===== src/rtl/uart_rx_stream.sv =====
// uart_rx_stream
//   8N1 UART receiver feeding a small byte FIFO with a valid/ready output.
//   The RX line is double-flopped, oversampled by OVERSAMPLE ticks per bit,
//   and each good byte is pushed into the FIFO at the stop-bit sample.
//   Framing (stop bit low) and overrun (byte lost to a full FIFO) are sticky.
//
// Ports
//   clk          system clock, rising edge
//   rst_n        synchronous, active-low reset
//   i_rx         asynchronous serial line, idle high
//   o_data       FIFO head byte, 0 when empty
//   o_valid      FIFO non-empty
//   i_ready      consumer accepts the head byte
//   i_clr_err    clears o_frame_err and o_overrun
//   o_frame_err  sticky: stop bit sampled low
//   o_overrun    sticky: byte dropped because the FIFO was full
//   o_busy       receiver FSM not idle
module uart_rx_stream #(
    parameter int unsigned CLK_HZ     = 50_000_000,
    parameter int unsigned BAUD       = 115_200,
    parameter int unsigned OVERSAMPLE = 16,
    parameter int unsigned FIFO_DEPTH = 4
) (
    input  logic       clk,
    input  logic       rst_n,
    input  logic       i_rx,
    output logic [7:0] o_data,
    output logic       o_valid,
    input  logic       i_ready,
    input  logic       i_clr_err,
    output logic       o_frame_err,
    output logic       o_overrun,
    output logic       o_busy
);

    localparam int unsigned DIV    = CLK_HZ / (BAUD * OVERSAMPLE);
    localparam int unsigned DIV_W  = (DIV > 1) ? $clog2(DIV) : 1;
    localparam int unsigned TCNT_W = $clog2(OVERSAMPLE);
    localparam int unsigned PTR_W  = $clog2(FIFO_DEPTH);
    localparam int unsigned CNT_W  = PTR_W + 1;

    localparam logic [DIV_W-1:0]  DIV_M1  = DIV_W'(DIV - 1);
    localparam logic [TCNT_W-1:0] HALF_M1 = TCNT_W'(OVERSAMPLE / 2 - 1);
    localparam logic [TCNT_W-1:0] FULL_M1 = TCNT_W'(OVERSAMPLE - 1);
    localparam logic [CNT_W-1:0]  CNT_MAX = CNT_W'(FIFO_DEPTH);

    generate
        if (DIV < 1 || OVERSAMPLE < 4 || (OVERSAMPLE % 2) != 0 ||
            FIFO_DEPTH < 2 || (FIFO_DEPTH & (FIFO_DEPTH - 1)) != 0) begin : g_param_check
            $error("uart_rx_stream: illegal parameters (DIV>=1, OVERSAMPLE even >=4, FIFO_DEPTH pow2 >=2)");
        end
    endgenerate

    typedef enum logic [2:0] {
        S_IDLE,
        S_START,
        S_DATA,
        S_STOP,
        S_BREAK
    } state_t;

    // ------------------------------------------------------------------
    // Synchroniser
    // ------------------------------------------------------------------
    logic r_rx_meta;
    logic r_rx_s;

    always_ff @(posedge clk) begin
        if (!rst_n) begin
            r_rx_meta <= 1'b1;
            r_rx_s    <= 1'b1;
        end else begin
            r_rx_meta <= i_rx;
            r_rx_s    <= r_rx_meta;
        end
    end

    // ------------------------------------------------------------------
    // Oversample tick divider
    // ------------------------------------------------------------------
    logic [DIV_W-1:0] r_div;
    logic             w_tick;
    logic             w_div_clr;

    assign w_tick = (r_div == DIV_M1);

    always_ff @(posedge clk) begin
        if (!rst_n) begin
            r_div <= '0;
        end else if (w_div_clr || w_tick) begin
            r_div <= '0;
        end else begin
            r_div <= r_div + DIV_W'(1);
        end
    end

    // ------------------------------------------------------------------
    // Receive FSM
    // ------------------------------------------------------------------
    state_t            r_state, w_state_nxt;
    logic [TCNT_W-1:0] r_tcnt,  w_tcnt_nxt;
    logic [2:0]        r_bidx,  w_bidx_nxt;
    logic [7:0]        r_shift, w_shift_nxt;
    logic              w_push;
    logic              w_frame_set;

    always_ff @(posedge clk) begin
        if (!rst_n) begin
            r_state <= S_IDLE;
            r_tcnt  <= '0;
            r_bidx  <= '0;
            r_shift <= '0;
        end else begin
            r_state <= w_state_nxt;
            r_tcnt  <= w_tcnt_nxt;
            r_bidx  <= w_bidx_nxt;
            r_shift <= w_shift_nxt;
        end
    end

    always_comb begin
        w_state_nxt = r_state;
        w_tcnt_nxt  = r_tcnt;
        w_bidx_nxt  = r_bidx;
        w_shift_nxt = r_shift;
        w_push      = 1'b0;
        w_frame_set = 1'b0;
        w_div_clr   = 1'b0;
        case (r_state)
            S_IDLE: begin
                if (!r_rx_s) begin
                    w_state_nxt = S_START;
                    w_tcnt_nxt  = '0;
                    // Realign the tick phase to the detected start edge.
                    w_div_clr   = 1'b1;
                end
            end
            S_START: begin
                if (w_tick) begin
                    if (r_tcnt == HALF_M1) begin
                        // Mid start bit: a high line means the edge was a glitch.
                        if (r_rx_s) begin
                            w_state_nxt = S_IDLE;
                        end else begin
                            w_state_nxt = S_DATA;
                            w_tcnt_nxt  = '0;
                            w_bidx_nxt  = '0;
                        end
                    end else begin
                        w_tcnt_nxt = r_tcnt + TCNT_W'(1);
                    end
                end
            end
            S_DATA: begin
                if (w_tick) begin
                    if (r_tcnt == FULL_M1) begin
                        w_tcnt_nxt  = '0;
                        w_shift_nxt = {r_rx_s, r_shift[7:1]};
                        if (r_bidx == 3'd7) begin
                            w_state_nxt = S_STOP;
                        end else begin
                            w_bidx_nxt = r_bidx + 3'd1;
                        end
                    end else begin
                        w_tcnt_nxt = r_tcnt + TCNT_W'(1);
                    end
                end
            end
            S_STOP: begin
                if (w_tick) begin
                    if (r_tcnt == FULL_M1) begin
                        w_tcnt_nxt = '0;
                        if (r_rx_s) begin
                            w_push      = 1'b1;
                            w_state_nxt = S_IDLE;
                        end else begin
                            w_frame_set = 1'b1;
                            w_state_nxt = S_BREAK;
                        end
                    end else begin
                        w_tcnt_nxt = r_tcnt + TCNT_W'(1);
                    end
                end
            end
            S_BREAK: begin
                // Hold here until the line recovers so a long break reports once.
                if (r_rx_s) begin
                    w_state_nxt = S_IDLE;
                end
            end
            default: begin
                w_state_nxt = S_IDLE;
            end
        endcase
    end

    assign o_busy = (r_state != S_IDLE);

    // ------------------------------------------------------------------
    // Output FIFO
    // ------------------------------------------------------------------
    logic [7:0]       r_mem [FIFO_DEPTH];
    logic [PTR_W-1:0] r_wptr;
    logic [PTR_W-1:0] r_rptr;
    logic [CNT_W-1:0] r_count;
    logic             w_full;
    logic             w_pop;
    logic             w_wr;
    logic             w_ovr_set;

    assign o_valid   = (r_count != '0);
    assign w_full    = (r_count == CNT_MAX);
    assign w_pop     = o_valid & i_ready;
    // A pop in the same clk frees the slot, so a full FIFO can still accept.
    assign w_wr      = w_push & (~w_full | w_pop);
    assign w_ovr_set = w_push & w_full & ~w_pop;
    assign o_data    = o_valid ? r_mem[r_rptr] : '0;

    always_ff @(posedge clk) begin
        if (w_wr) begin
            r_mem[r_wptr] <= r_shift;
        end
    end

    always_ff @(posedge clk) begin
        if (!rst_n) begin
            r_wptr  <= '0;
            r_rptr  <= '0;
            r_count <= '0;
        end else begin
            if (w_wr) begin
                r_wptr <= r_wptr + PTR_W'(1);
            end
            if (w_pop) begin
                r_rptr <= r_rptr + PTR_W'(1);
            end
            case ({w_wr, w_pop})
                2'b10:   r_count <= r_count + CNT_W'(1);
                2'b01:   r_count <= r_count - CNT_W'(1);
                default: r_count <= r_count;
            endcase
        end
    end

    // ------------------------------------------------------------------
    // Sticky error flags (set wins over clear)
    // ------------------------------------------------------------------
    always_ff @(posedge clk) begin
        if (!rst_n) begin
            o_frame_err <= 1'b0;
            o_overrun   <= 1'b0;
        end else begin
            if (w_frame_set) begin
                o_frame_err <= 1'b1;
            end else if (i_clr_err) begin
                o_frame_err <= 1'b0;
            end
            if (w_ovr_set) begin
                o_overrun <= 1'b1;
            end else if (i_clr_err) begin
                o_overrun <= 1'b0;
            end
        end
    end

endmodule

===== config.mk =====
export PLATFORM = sky130hd
export DESIGN_NAME = uart_rx_stream
export DESIGN_NICKNAME = d
export VERILOG_FILES = /design/src/rtl/uart_rx_stream.sv
export SDC_FILE = /design/constraint.sdc
export NUM_CORES = 1
export LEC_CHECK = 0
export CAP_MARGIN = 10
export CORE_ASPECT_RATIO = 1.75
export CORE_UTILIZATION = 30
export DETAILED_ROUTE_END_ITERATION = 10
export HOLD_SLACK_MARGIN = 0.12
export PLACE_DENSITY = 0.47
export RECOVER_POWER = 50
export REMOVE_ABC_BUFFERS = 1
export SLEW_MARGIN = 20
export SYNTH_ARGS = -nofsm -noshare
export SYNTH_HDL_FRONTEND = slang
export SYNTH_SLANG_ARGS = --single-unit

===== constraint.sdc =====
create_clock -name clk -period 4.35 [get_ports clk]
set_input_delay 0.435 -clock clk [delete_from_list [all_inputs] [get_ports clk]]
set_output_delay 0.435 -clock clk [all_outputs]
set_load 0.03 [all_outputs]

==> results summary, run 1 <==
The maximum fanout count along the critical path came out at 8. The number of buffers on the longest clock path is 2. The number of remaining DRC errors came out at 0. The number of warnings printed during yosys synthesis is 0. The share of synthesized flip-flops with an asynchronous set or reset is 0%. TritonCTS built the clock tree. The netlist area before placement came out at 3050 um2.

Setup repair after global routing left no endpoint under its margin. The end point of the critical path is o_data[7]. The floorplan die width is about 80 um. The final weighted congestion in routability-driven placement came out at between 0.7 and 0.8.

The detailed-route wire length per cell came out at around 14 um. In this run the critical register-to-register path is launched from r_div[0]$_SDFF_PP0_. The synthesized instance count is between 200 and 250.

The fraction of layout instances using a drive strength above 1 came out at roughly 15%. The final setup TNS is 0 ps. The cell area power density is between 400 and 500 nW/um2.

The maximum number of pins on one net before global-route repair is 35. The finished cells cover ~3600 um2. The placement-stage cell area came out at around 3300 um2. Counting the fill cells in the layout gives 988. The post-synthesis share of cell area spent on full adders, half adders and majority gates came out at 4.35%. Summed over its instances, the top area cell type makes up a little under a third of the synthesized netlist area.

After layout, the worst path uses about 62% of the clock period. The count of pins over their slew limit is 0. The via count of the first global-routing pass is 1866. The minimum clock period after layout came out at around 2700 ps. The path class of the tightest hold or removal check is register to register. The cell leakage power is ~1.3 nW. The setup path with the least slack is of type register to primary output.

The maximum level of the CTS H-tree came out at 3. By area, the combinational part of the netlist is dominated by simple AND/OR/NAND/NOR gates. Across the VDD grid, the largest voltage drop is ~0.00021 V. The share of synthesized cell area in and, or, nand and nor gates came out at 18.3%. The worst setup path is launched from a register.

The number of nets at the end of the flow is about 280. The detail route stage leaves a number of antenna-violating nets equal to 0. The post-cts hold buffer count is 0. The floorplan step defined a core boundary enclosing 9850 um2.

The kind of cell with the highest combined delay on the critical path is flip-flops. The global-route usage over all layers came out at 11.9%. The maximum achievable frequency is roughly 0.37 GHz. The antenna cell count came out at 0. The initialized floorplan defines 48 standard-cell rows. The synthesis-to-layout area growth is 19.4%. The number of ports placed on the die boundary came out at 17. The required time of the critical path is approximately 3900 ps.

The clock drives just under 70 sinks. STA classifies the critical path endpoint as a primary output. The setup-violating endpoint count in the final report is 0. Synthesis instantiated 49 different standard cells from the library. The maximum single-stage delay on the critical path came out at ~660 ps. The flip-flop and latch count after synthesis is 68. The worst-case headroom to the max-slew limit is about a tenth. Counting tap cells, the placed design contains a total of around 380 instances. The setup slack of the worst register-to-register path came out at around 2200 ps. The HPWL reported at the end of detailed placement is about 3.9 mm. The first-pass GRT wire length came out at 9.25 mm.

The clock transition time at the flip-flop clock pins of the worst setup and hold paths came out at ~60 ps. The count of buffers inserted at the top-level ports came out at 16. The mux contribution to synthesized area is around a tenth. The vertical die dimension is about 140 um. Ranked by total cell area, the synthesized netlist is headed by sky130_fd_sc_hd__edfxtp_1, sky130_fd_sc_hd__dfxtp_1, sky130_fd_sc_hd__mux4_2, sky130_fd_sc_hd__nor2b_1, sky130_fd_sc_hd__ha_1. Of the synthesized area, sequential elements account for about 55%.

The starting utilization of the core area came out at a little over 30%. The worst register-to-register path ends at r_mem[3][2]$_DFFE_PP_. At the worst endpoint, the arrival time is around 2300 ps. The worst-skew pair later-pin latency came out at approximately 330 ps. The number of buffers added for setup after CTS came out at 0.

The critical path goes through mux4_2 > nor2b_1 > clkdlybuf4s50_1. The synthesized netlist devotes approximately 2% of its cell area to XOR and XNOR gates. The run finished with clean final reports.

For this run the aggregate overflow at the end of global routing stands at 0. The slew at the pin with the worst max-slew slack came out at ~1400 ps. The number of violations of the max-capacitance limit came out at 0. The clock skew came out at approximately 4.5 ps. The logic depth of the worst setup path including buffers is 3.

The detailed router finished its first iteration with between 80 and 90 violations. The synthesized area divided by synthesized cell count came out at between 10 and 15 um2. The number of antenna violations at the first check in global routing is 0. The finished layout holds a little under 400 standard cells, fillers aside. After detailed routing, the number of vias per cell comes to roughly 4.7. The routed wire length came out at between 5 and 6 mm.

The die covers 10600 um2. The post-cts sizing count is 0. The number of iterations in the first detailed-routing pass is 4.

The number of buffers created by CTS came out at 9. Among all flip-flop cells after synthesis, the most frequent one is sky130_fd_sc_hd__dfxtp_1. The logic depth of the worst register-to-register path came out at 5. Summed over all instances, the cell type with the most area after synthesis is sky130_fd_sc_hd__edfxtp_1.

The complex-gate fraction of the synthesized area came out at approximately 7.6%. The total count of hold-check failures in the final report is 0. The CTS root buffer is sky130_fd_sc_hd__clkbuf_16. The count of buffering cells on the critical path with inverters included is 1. The slowest stage cell on the critical path is sky130_fd_sc_hd__dfxtp_1. Detailed routing inserted a total of roughly 1800 vias. Counting flops with a built-in enable in the synthesized netlist gives 32.
==> area by class of cell <==
cell class | count | area, um2 | area share, %
Inverter | 11 | 41.3 | 1.13
Sequential cell | 68 | 1680 | 46.2
Clock buffer | 9 | 225 | 6.19
Tap cell | 125 | 156 | 4.30
Timing Repair Buffer | 18 | 171 | 4.71
Clock inverter | 7 | 75.1 | 2.06
Multi-Input combinational cell | 155 | 1290 | 35.4
==> synthesized netlist by cell type (4+ instances only) <==
master and number:
sky130_fd_sc_hd__and3_1 4, sky130_fd_sc_hd__clkbuf_1 6, sky130_fd_sc_hd__nor2b_1 20, sky130_fd_sc_hd__mux2i_1 11, sky130_fd_sc_hd__ha_1 9, sky130_fd_sc_hd__nor3_1 4
sky130_fd_sc_hd__nand2b_1 4, sky130_fd_sc_hd__a21boi_0 4, sky130_fd_sc_hd__nor2_1 10, sky130_fd_sc_hd__nand3_1 5, sky130_fd_sc_hd__and2_2 4, sky130_fd_sc_hd__xnor2_1 5
sky130_fd_sc_hd__nand2_1 12, sky130_fd_sc_hd__inv_1 11, sky130_fd_sc_hd__and2_1 4, sky130_fd_sc_hd__o21ai_0 6, sky130_fd_sc_hd__edfxtp_1 32, sky130_fd_sc_hd__dfxtp_1 36
sky130_fd_sc_hd__mux4_2 8, sky130_fd_sc_hd__a21oi_1 6
==> registers in the layout, summed over array words and instances, names as in the netlist, named ones only <==
| signal | count |
|---|---|
| r_bidx | 3 |
| r_wptr | 2 |
| r_rptr | 2 |
| r_mem | 32 |
| r_rx_s | 1 |
| r_count | 3 |
| o_overrun | 1 |
| r_div | 5 |
| r_state | 3 |
| r_rx_meta | 1 |
| r_shift | 8 |
| o_frame_err | 1 |
| r_tcnt | 4 |
==> cells by family (layout without fill, tap and decap cells) <==
group	Yosys count	count (layout)
AOI/OAI and AO/OA	33	33
muxes	20	20
and+or+nand+nor	85	85
DFF	68	68
xor gates and xnor gates	7	7
buffers and inverters	20	45
adders and majority gates	10	10
==> metal layers <==
metal | GRT usage, % | share of wire (%)
met1 | 11.8 | 40
met2 | 21.7 | 55
met3 | 3.64 | 2.9
met4 | 6.48 | 2.0
met5 | 0 | 0
==> stage by stage <==
stage | util, % | power [mW] | hold slack [ps] | worst slack [ps]
floorplan | - | 0.765 | 386 | 2400
global placement | 33.9 | 0.800 | 390 | 1920
detailed placement | 33.9 | 0.801 | 393 | 1920
CTS | 37.0 | 1.53 | 407 | 1550
global route | 36.9 | 1.57 | 441 | 1490
finish | 36.9 | 1.51 | 406 | 1640
==> report_power, final <==
group | total (mW) | internal, mW | switching, mW
combinational | 0.0897 | 0.0385 | 0.0512
clock | 0.724 | 0.446 | 0.278
sequential | 0.698 | 0.674 | 0.0238
total | 1.51 | 1.16 | 0.353
==> worst min-delay path by stage <==
stage / start / endpoint / slack (ps) / cells after the start
CTS: r_rx_meta$_SDFF_PN1_ / r_rx_s$_SDFF_PN1_ / 410 / 1
global placement: r_rx_meta$_SDFF_PN1_ / r_rx_s$_SDFF_PN1_ / 390 / 1
floorplan: r_rx_meta$_SDFF_PN1_ / r_rx_s$_SDFF_PN1_ / 390 / 1
finish: r_rx_meta$_SDFF_PN1_ / r_rx_s$_SDFF_PN1_ / 410 / 1
detailed placement: r_rx_meta$_SDFF_PN1_ / r_rx_s$_SDFF_PN1_ / 390 / 1
global route: r_rx_meta$_SDFF_PN1_ / r_rx_s$_SDFF_PN1_ / 440 / 1
==> cells in the final DEF (no fill, tap or decap), types with 4 or more instances in the layout <==
cell type                         count
sky130_fd_sc_hd__dfxtp_1             36
sky130_fd_sc_hd__edfxtp_1            32
sky130_fd_sc_hd__nor2b_1             20
sky130_fd_sc_hd__clkdlybuf4s50_1     13
sky130_fd_sc_hd__nand2_1             12
sky130_fd_sc_hd__inv_1               11
sky130_fd_sc_hd__mux2i_1             11
sky130_fd_sc_hd__nor2_1              10
sky130_fd_sc_hd__ha_1                 9
sky130_fd_sc_hd__clkbuf_16            9
sky130_fd_sc_hd__mux4_2               8
sky130_fd_sc_hd__a21oi_1              6
sky130_fd_sc_hd__o21ai_0              6
sky130_fd_sc_hd__xnor2_1              5
sky130_fd_sc_hd__nand3_1              5
sky130_fd_sc_hd__nor3_1               4
sky130_fd_sc_hd__and2_2               4
sky130_fd_sc_hd__and3_1               4
sky130_fd_sc_hd__a21boi_0             4
sky130_fd_sc_hd__nand2b_1             4
Power figures use the tool's default switching activity.
==> run 2: changes to the inputs <==
clock period = 2.65 ns   (was 4.35 ns; I/O delays follow)
==> results summary, run 2 (synthesized netlist as in run 1, its figures left out) <==
The cell leakage power came out at 1.30 nW (+1.8%). The worst-case headroom to the max-slew limit came to 41.8% (+32 points). Leaving out fill and tap cells, the most frequent cells in the layout are sky130_fd_sc_hd__dfxtp_1, sky130_fd_sc_hd__edfxtp_1, sky130_fd_sc_hd__nor2b_1, sky130_fd_sc_hd__clkdlybuf4s50_1, sky130_fd_sc_hd__nand2_1. The clock period could shrink to 2340 ps.

The area of the die is 10600 um2 (unchanged). The largest registers in the layout are r_mem x32, r_shift x8, r_div x5. The floorplan die width came to 78.2 um (unchanged). The number of antenna violations at the first check in global routing was 0 (unchanged). The cell count after placement is 381 (+1.1%).

The first-pass GRT wire length is 9.60 mm (+3.8%). The number of design-rule violations left by the first detailed-router iteration came out at 92 (+14%). Leaving out fill and tap cells, the most frequent cell in the layout is sky130_fd_sc_hd__dfxtp_1. The via density per instance is 4.70 (+0.23%). The CTS root buffer is sky130_fd_sc_hd__clkbuf_16.

The fraction of layout instances using a drive strength above 1 is 14.0% (-0.95 points). The final cell count without fillers is 397 (+1.0%). The critical path startpoint category is a register. The starting utilization of the core area is 30.9% (unchanged). The post-cts sizing count is 0 (unchanged). The core area is 9850 um2 (unchanged). STA classifies the critical path endpoint as a register. The power consumption came out at 2.56 mW (+69%). The final weighted congestion in routability-driven placement came out at 0.704 (-0.73%). The number of iterations in the first detailed-routing pass is 4 (unchanged). The worst-skew pair later-pin latency is 330 ps (about the same). The startpoint-to-endpoint class of the critical path is register to register. The final setup TNS is 0 ps (unchanged). The logic depth of the worst register-to-register path is 6 (+1).

The hold slack came out at 406 ps (+0.121 ps). Setup repair after global routing left no endpoint under its margin. The count of buffers inserted at the top-level ports is 16 (unchanged). The flip-flop count of the largest register, all copies and words added is 32 (unchanged). The vertical die dimension is 135 um (unchanged).

The number of filler cells placed in the layout was 998 (+1.0%). The clock transition time at the flip-flop clock pins of the worst setup and hold paths is 50 ps (about the same). TritonCTS built the clock tree.

The number of buffers created by CTS is 9 (unchanged). The hold-critical path depth came to 1 (unchanged). The HPWL reported at the end of detailed placement is 4.15 mm (+7.2%). The setup-violating endpoint count in the final report came out at 0 (unchanged). The number of remaining DRC errors is 0 (unchanged).

The synthesis-to-layout area growth is 19.7%. The post-route clock period utilization is between 80% and 90%. The number of buffers on the longest clock path is 2 (unchanged). The count of pins over their slew limit is 0 (unchanged). The clock skew came to 6.36 ps (+1.89 ps). The maximum level of the CTS H-tree is 3 (unchanged).

The routed wire length is 5.64 mm (+2.0%). The site row count came to 48 (unchanged). The cell area power density came out at 702 nW/um2 (+69%). The number of clock sinks is 68 (unchanged). Ranked by flip-flop count, first place goes to r_mem.

The footprint of the flip-flops and latches is 1680 um2 (unchanged). The post-cts hold buffer count is 0 (unchanged). The number of ports placed on the die boundary is 17 (unchanged). The via count came to 1865 (+1.2%). The maximum ir drop on the vdd rail was 0.000322 V (+51%). The number of buffers added for setup after CTS is 0 (unchanged). The maximum number of pins on one net before global-route repair is 15 (-57%). The antenna cell count is 0 (unchanged). The final antenna-violating net count is 0 (unchanged). The tightest min-delay check is of the register to register type. The number of violations of the max-capacitance limit is 0 (unchanged). The data arrival time of the worst path came out at 2560 ps (+280 ps).

The flow ran to the end, and the final reports show no timing, DRC or antenna violations. The core occupancy in the finished layout is 37.1% (+0.11 points). The total overflow reported by the global router is 0 (unchanged). The slew at the pin with the worst max-slew slack is 869 ps (-481 ps).

The required time of the critical path was 2870 ps (-1040 ps). The global-route usage over all layers came to 12.3% (+0.39 points). The detailed-route wire length per cell was 14.2 um (+1.0%). The maximum fanout count along the critical path is 6 (-2).

The footprint of the multi-input gates came out at 1250 um2 (-2.7%). The total count of hold-check failures in the final report came out at 0 (unchanged). The number of nets at the end of the flow came to 282 (+1.4%). The maximum achievable frequency came out at between 0.4 and 0.5 GHz. The via count of the first global-routing pass is 1996 (+7.0%).
==> run 2: cell types whose count changed in the layout (fill, tap and decap cells not counted), sizes merged <==
cell / delta
buf: +4
bufinv: +1
clkinv: +4
clkinvlp: -3
inv: -2
==> run 2: worst paths after layout <==
check,from,end,slack (ps)
setup / recovery,r_count[0]$_SDFFE_PN0P_,r_count[2]$_SDFFE_PN0P_,310
hold / removal,r_rx_meta$_SDFF_PN1_,r_rx_s$_SDFF_PN1_,410
setup reg to reg,r_count[0]$_SDFFE_PN0P_,r_count[2]$_SDFFE_PN0P_,310
hold reg to reg,r_rx_meta$_SDFF_PN1_,r_rx_s$_SDFF_PN1_,410
==> run 2: power by group <==
part | internal (mW) | switching [mW] | total [mW]
combinational | 0.0734 | 0.115 | 0.188
sequential | 1.11 | 0.0138 | 1.12
clock | 0.819 | 0.433 | 1.25
total | 2.00 | 0.562 | 2.56
==> run 2: metrics by stage <==
stage,setup WS [ps],area (um2)
6_report,311,3650
5_1_grt,174,3650
4_1_cts,275,3690
3_5_place_dp,516,3370
3_3_place_gp,545,3370
2_1_floorplan,702,3010
==> run 2: worst max-delay path: stages, from the launching register on <==
cell and delay (ps):
sky130_fd_sc_hd__dfxtp_1 370, sky130_fd_sc_hd__o31ai_1 720, sky130_fd_sc_hd__a31oi_1 180, sky130_fd_sc_hd__fa_1 450, sky130_fd_sc_hd__nand2b_1 170, sky130_fd_sc_hd__and3_1 180
sky130_fd_sc_hd__o21a_1 180
==> run 2: cell type report <==
class | count | area share [%]
Clock buffer | 9 | 6.17
Clock inverter | 7 | 2.50
Inverter | 11 | 1.13
Multi-Input combinational cell | 155 | 34.3
Sequential cell | 68 | 46.1
Tap cell | 125 | 4.29
Timing Repair Buffer | 22 | 5.52
==> run 2: metal layers <==
metal	GRT usage, %	part of all wire [%]	vias up
met5	0	0	-
met4	6.58	2.8	0
met3	4.04	2.6	13
met2	23.2	56	28
met1	11.3	39	890
li1	-	-	934
